### src/rtl/a_fifo_core_if.sv
// Producer/consumer handshake bundle for a_fifo_core.
// The FIFO_COUNT_EN macro adds the occupancy count signal.
interface a_fifo_core_if #(
  parameter int DWIDTH = 8,
  parameter int DEPTH  = 8
);
  localparam int AWIDTH = $clog2(DEPTH);

  logic [DWIDTH-1:0] din;
  logic              wr;
  logic              rd;
  logic              full;
  logic [DWIDTH-1:0] dout;
  logic              empty;
`ifdef FIFO_COUNT_EN
  logic [AWIDTH:0]   count;
`endif

  modport master (
    output din, wr, rd,
`ifdef FIFO_COUNT_EN
    input  count,
`endif
    input  full, dout, empty
  );

  modport slave (
    input  din, wr, rd,
`ifdef FIFO_COUNT_EN
    output count,
`endif
    output full, dout, empty
  );
endinterface

### src/rtl/a_fifo_core.sv
// Single-clock byte FIFO: register array, wrap-bit binary pointers, registered flags/data.
// Defining FIFO_COUNT_EN adds a registered occupancy count on the interface.
module a_fifo_core #(
  parameter int DWIDTH = 8,
  parameter int DEPTH  = 8,
  parameter int AWIDTH = $clog2(DEPTH)
) (
  input  logic             clka,
  input  logic             rstb_clka,
  a_fifo_core_if.slave     bus
);

  logic [DWIDTH-1:0] mem [DEPTH];
  logic [AWIDTH:0]   wptr, rptr, wptr_nxt, rptr_nxt;
  logic [DWIDTH-1:0] dout_q;
  logic              full_q, empty_q;
  logic              wr_acc, rd_acc;

  // Accept decisions use the flags as registered before this edge.
  assign wr_acc   = bus.wr & ~full_q;
  assign rd_acc   = bus.rd & ~empty_q;
  assign wptr_nxt = wr_acc ? wptr + 1'b1 : wptr;
  assign rptr_nxt = rd_acc ? rptr + 1'b1 : rptr;

  always_ff @(posedge clka) begin
    if (wr_acc) mem[wptr[AWIDTH-1:0]] <= bus.din;
  end

  always_ff @(posedge clka or negedge rstb_clka) begin
    if (!rstb_clka) begin
      wptr    <= '0;
      rptr    <= '0;
      dout_q  <= '0;
      empty_q <= 1'b1;
      full_q  <= 1'b0;
    end else begin
      wptr    <= wptr_nxt;
      rptr    <= rptr_nxt;
      if (rd_acc) dout_q <= mem[rptr[AWIDTH-1:0]];
      empty_q <= (wptr_nxt == rptr_nxt);
      full_q  <= (wptr_nxt[AWIDTH] != rptr_nxt[AWIDTH]) &&
                 (wptr_nxt[AWIDTH-1:0] == rptr_nxt[AWIDTH-1:0]);
    end
  end

`ifdef FIFO_COUNT_EN
  logic [AWIDTH:0] count_q;

  always_ff @(posedge clka or negedge rstb_clka) begin
    if (!rstb_clka) count_q <= '0;
    else            count_q <= wptr_nxt - rptr_nxt;
  end

  assign bus.count = count_q;
`endif

  assign bus.dout  = dout_q;
  assign bus.full  = full_q;
  assign bus.empty = empty_q;

endmodule

### src/flat_wrapper.sv
// flat-port wrapper written by rule: the top's interface ports become plain ports
module a_fifo_core_flat 
#(
  parameter int DWIDTH = 8,
  parameter int DEPTH  = 8,
  parameter int AWIDTH = $clog2(DEPTH)
)
  (clka, rstb_clka, bus_din, bus_wr, bus_rd, bus_full, bus_dout, bus_empty);
  a_fifo_core_if #(.DWIDTH(DWIDTH), .DEPTH(DEPTH)) bus_i ();
  input  logic clka;
  input  logic rstb_clka;
  input wire logic [$bits(bus_i.din)-1:0] bus_din;
  input wire logic [$bits(bus_i.wr)-1:0] bus_wr;
  input wire logic [$bits(bus_i.rd)-1:0] bus_rd;
  output wire logic [$bits(bus_i.full)-1:0] bus_full;
  output wire logic [$bits(bus_i.dout)-1:0] bus_dout;
  output wire logic [$bits(bus_i.empty)-1:0] bus_empty;
  assign bus_i.din = bus_din;
  assign bus_i.wr = bus_wr;
  assign bus_i.rd = bus_rd;
  assign bus_full = bus_i.full;
  assign bus_dout = bus_i.dout;
  assign bus_empty = bus_i.empty;
  a_fifo_core #(.DWIDTH(DWIDTH), .DEPTH(DEPTH), .AWIDTH(AWIDTH)) u_core (.clka(clka), .rstb_clka(rstb_clka), .bus(bus_i));
endmodule
### config.mk
export PLATFORM = sky130hd
export DESIGN_NAME = a_fifo_core_flat
export DESIGN_NICKNAME = d
export VERILOG_FILES = /design/src/rtl/a_fifo_core_if.sv /design/src/rtl/a_fifo_core.sv /design/src/flat_wrapper.sv
export SDC_FILE = /design/constraint.sdc
export NUM_CORES = 1
export LEC_CHECK = 0
export ABC_AREA = 0
export BUFFER_PORTS_ARGS = -buffer_cell sky130_fd_sc_hd__buf_2
export CAP_MARGIN = 20
export CORE_AREA = 5 5 96 98
export CTS_CLUSTER_DIAMETER = 200
export DETAILED_ROUTE_END_ITERATION = 7
export DIE_AREA = 0 0 101 103
export PLACE_DENSITY = 0.62
export SLEW_MARGIN = 5
export SYNTH_ARGS = -nofsm -noshare
export SYNTH_HDL_FRONTEND = slang
export SYNTH_SLANG_ARGS = --single-unit
### constraint.sdc
create_clock -name clka -period 2.25 [get_ports clka]
set_input_delay 0.1125 -clock clka [delete_from_list [all_inputs] [get_ports clka]]
set_output_delay 0.1125 -clock clka [all_outputs]
set_load 0.005 [all_outputs]
# == Word level (Yosys, flattened, before mapping) ==
# Memory sizes are Yosys's and may differ from the RTL's. A register that Yosys moved wholly into a read port is not among the register bits.
# Index checks and enable logic that the tools add are counted.
# op_classes
addsub,2
eq_ne,3
mux,4
bitwise,4
n_reduce_logical,2
# ops
operator,count
$add 4x1->4 const B,2
$mux 4,2
$eq 4x4->1,1
$eq 3x3->1,1
$and 1x1->1,2
$mux 1,2
$not 1->1,2
$logic_and 1x1->1,1
$logic_not 1->1,1
$ne 1x1->1,1
# word_totals
reg_bits,10
ramBits,64
output_inout_bits,10
memories,1
# memory_table
name,words,width,rd,rd_clocked_by_memory_dff,write_ports,line,rtl
u_core.mem,8,8,1,1,1,a_fifo_core.sv:13,logic [DWIDTH-1:0] mem [DEPTH];

# == Logic depth before layout (Yosys ltp) ==
# depth
word_depth,5
mapped_depth,7

# == Least setup slack after synthesis ==
# No wires, ideal clock.
# synth_path
path_type,register to register
start,reg u_core.wptr[0]
end,mem u_core.mem[0][0] (enable)
t_arrival_ns,1.494
required_time_ns,1.867
setup_slack_ns,0.373
stages_incl_launch_ff,3
path_buffers,0
synth_period_minus_slack_ns,1.877
cell_sequence,dfrtp_1 > or3b_2 > nor3_1
# synth_lines
item,line,rtl
from (decl),a_fifo_core.sv:14,"logic [AWIDTH:0] wptr, rptr, wptr_nxt, rptr_nxt;"
from (signal assigned),a_fifo_core.sv:37,wptr <= wptr_nxt;
to (decl),a_fifo_core.sv:13,
# Straight into the memory's write port.

# == Final worst setup path ==
# layout_path
start,reg u_core.empty_q (netlist: u_core.bus.empty)
end,reg u_core.full_q (netlist: u_core.bus.full)
# layout_via
elab_chain_len,5
elab_cells_between_ends,6
classes_between,eq/ne: 2; mux: 1; bitwise: 2; reduce/logical: 1
# layout_rtl
item,line,rtl
from (decl),a_fifo_core.sv:16,"logic full_q, empty_q;"
from (signal assigned),a_fifo_core.sv:40,empty_q <= (wptr_nxt == rptr_nxt);
$not 1->1,a_fifo_core.sv:21,assign rd_acc = bus.rd & ~empty_q;
$and 1x1->1,a_fifo_core.sv:21,
$mux 4,a_fifo_core.sv:23,assign rptr_nxt = rd_acc ? rptr + 1'b1 : rptr;
named net u_core.rptr_nxt[1],a_fifo_core.sv:14,
$eq 3x3->1,a_fifo_core.sv:42,(wptr_nxt[AWIDTH-1:0] == rptr_nxt[AWIDTH-1:0]);
$logic_and 1x1->1,a_fifo_core.sv:41,full_q <= (wptr_nxt[AWIDTH] != rptr_nxt[AWIDTH]) &&
to (signal assigned),a_fifo_core.sv:41,
to (decl),a_fifo_core.sv:16,
# The timed path passes the listed nets, and every way through them passes these cells.

==> metrics.md <==
| Metric | Value |
|---|---|
| Setup TNS | `0 ns` |
| Reg2reg start | `u_core.bus.empty$_DFF_PN1_` |
| Cell Rows | `34` |
| Initial Util | `38.3%` |
| Starting DRT DRC Count | `108` |
| IO buf count | `21` |
| CTS root buf | `clkbuf_8` |
| Final setup vio count | `0` |
| Initial antenna violation count | `0` |
| Vias in the first global route | `1620` |
| RSZ-0062 raised after global routing | `false` |
| Dpl hpwl | `3.46 mm` |
| Min Tclk post-route | `1.77 ns` |
| GRT overflow | `0` |
| Via Count | `1529` |
| Post-synth net total | `181` |
| Core ar. | `8380 um^2` |
| IO Count | `22` |
| Die area | `10400 um^2` |
| FMAX | `564 MHz` |
| Largest net degree at the start of global routing | `20` |
| # DRC | `0` |
| Synth-to-layout area growth | `15.6%` |
| Drt pass-1 iters | `4` |
| CP Launch Type | `register` |
| CTS tree | `done` |
| Synthesized area | `3210 um^2` |
| WL/cell | `17.7 um` |
| #FFs+latches synth | `82` |
| Top cell type by total area after synthesis | `edfxtp_1` |
| Sink Count | `82` |
| Number of vias per cell | `4.82` |
| Commonest cells after routing, fill and taps aside | `edfxtp_1 (64), buf_2 (21), dfrtp_1 (17)` |
| Worst Setup End Kind | `register` |
| Max Cap Violations | `0` |
| CTS clk-pin slew, worst paths | `0.08 ns` |
| Kind of critical path | `register to register` |
| Max FO, Critical Path | `19` |
| Max IR drop VDD | `0.000425 V` |
| Die width | `101 um` |
| Commonest non-fill, non-tap cell in the layout | `edfxtp_1` |
| Worst Hold Path Cells | `1` |
| N_diodes | `0` |
| Static leakage | `1.34 nW` |
| Worst hold start | `bus_din[2]` |
| Post-Route Utilization | `44.3%` |
| Hold crit path type | `input port to register` |
| Final #Nets | `218` |
| CTS Buf Count | `9` |
| First-pass GRT wire length | `8.71 mm` |
| Sequential area share after synthesis | `74.0%` |
| Hold worst-path end | `u_core.mem[1][2]$_DFFE_PP_` |
| Reg-to-reg slack, setup | `0.48 ns` |
| R2R Path End | `u_core.bus.full$_DFF_PN0_` |
| Worst EP arrival | `2.05 ns` |
| Max-slew headroom | `72.6%` |
| GPL Wtd Cong | `0.696` |
| Final Skew | `0.00780 ns` |
| Mean Syn Cell Area | `19.2 um^2` |
| Clock tree buffer depth | `2` |
| Fin. Hold Viols | `0` |
| CTS-repair resized insts | `0` |
| Top cell type's share of synthesized area | `59.9%` |
| Netlist cell types | `26` |
| Final clock period utilization by the worst path | `78.8%` |
| Worst Max-Slew Pin Slew | `0.411 ns` |
| Max Slew Vio Count | `0` |
| Routed WL | `5.62 mm` |
| Fin worst setup slack | `0.477 ns` |
| Die height | `103 um` |
| Synth Instances | `167` |
| FILL cells | `732` |
| Run status | `finished clean` |
| Clock H-tree levels | `3` |
| Skew-Pair Late Insertion Delay | `0.34 ns` |
| Ys Warns | `0` |
| CP required | `2.53 ns` |
| Dpl ws | `0.501 ns` |
| All-layer global routing usage | `11.8%` |
| Power Density | `1240 nW/um^2` |
| DRT antenna net count | `0` |
| Tot Pwr | `4.60 mW` |
| FF-to-FF path depth | `5` |
| Share of layout cells above drive strength 1 | `32.5%` |
| Top cells by area, synth | `edfxtp_1 (60%), dfrtp_1 (13%), mux4_2 (11%), mux2i_1 (2.5%), xnor2_1 (1.4%)` |
==> routing by layer <==
metal / routed length (um) / global-route usage, % / vias up
li1: - / - / 722
met1: 2610 / 15.0 / 772
met2: 2740 / 19.2 / 27
met3: 209 / 2.44 / 8
met4: 65 / 5.83 / 0
met5: 0 / 0 / -
==> state kept, by name, indices dropped and copies added, names as in the netlist <==
name,count
u_core.rptr,4
u_core.bus.full,1
u_core.wptr,4
u_core.bus.dout,8
u_core.bus.empty,1
u_core.mem,64
==> stage by stage <==
stage	cells	cell area [um^2]	hold slack [ns]
floorplan	167	3210	-0.183
global placement	300	3490	0.0736
detailed placement	300	3490	0.0739
CTS	317	3710	0.0260
global route	317	3710	0.0285
finish	317	3710	0.0406
==> how the worst max path moves through the flow <==
stage | depth (start not counted) | slack [ns] | startpoint | to
after detailed placement | 5 | 0.50 | u_core.bus.empty$_DFF_PN1_ | u_core.bus.full$_DFF_PN0_
after global placement | 5 | 0.53 | u_core.bus.empty$_DFF_PN1_ | u_core.bus.full$_DFF_PN0_
after floorplan | 2 | 0.37 | u_core.wptr[0]$_DFF_PN0_ | u_core.mem[0][0]$_DFFE_PP_
after CTS | 5 | 0.46 | u_core.bus.empty$_DFF_PN1_ | u_core.bus.full$_DFF_PN0_
final | 5 | 0.48 | u_core.bus.empty$_DFF_PN1_ | u_core.bus.full$_DFF_PN0_
after global routing | 5 | 0.38 | u_core.bus.empty$_DFF_PN1_ | u_core.bus.full$_DFF_PN0_
==> synth_stat cells <==
library cell  instances
xnor2_1               5
ha_1                  2
dfrtp_1              17
nor2_1                5
mux2_4                2
nor3_1                4
clkbuf_1              2
o21ai_0               8
inv_1                 2
nor2b_1               2
nand2b_4              1
mux2i_1               8
dfstp_2               1
nand2b_1              1
nand2_1               9
or3_1                 1
nand3b_1              3
nor4_1                1
or3b_2                1
buf_6                 1
edfxtp_1             64
nand3_1               2
mux4_2               16
buf_2                 1
buf_4                 3
xor2_1                5
==> cell type report <==
class                   instances  area [um^2]  share of cell area (%)
flip-flops and latches         82         2370                    64.0
clock inverters                 6         81.3                    2.19
multi-input cells              76          788                    21.2
well taps                     108          135                    3.64
repair buffers                 33          198                    5.33
inverters                       2         7.51                   0.202
clock buffers                  10          128                    3.44
==> cells by family (layout without fill, tap and decap cells) <==
| logic type | count (synthesis) | in the layout | synth area share, % |
|---|---|---|---|
| xor+xnor | 10 | 10 | 2.73 |
| fa+ha+maj | 2 | 2 | 0.780 |
| flops | 82 | 82 | 74.0 |
| simple gates | 30 | 30 | 4.95 |
| compound gates | 8 | 8 | 1.25 |
| buf+inv | 9 | 51 | 1.68 |
| mux | 26 | 26 | 14.7 |
==> timing repair <==
item	in CTS	in global routing
buffers inserted	0	0
endpoints found under the hold margin	17	0
hold buffers	1	0
==> where the power goes <==
part           leakage (nW)  total, mW  switching [mW]  internal [mW]
Sequential            0.796       2.11           0.152           1.96
Combinational         0.440       1.37           0.686          0.689
Clock                 0.104       1.11           0.496          0.618
==> worst max-delay path, stage by stage (launching register included) <==
cell and delay [ns]:
dfstp_2 0.55, nand2b_4 0.24, mux2_4 0.33, xor2_1 0.14
or3_1 0.32, nor2b_1 0.12
Note: power is estimated with default switching activity, not from simulation.
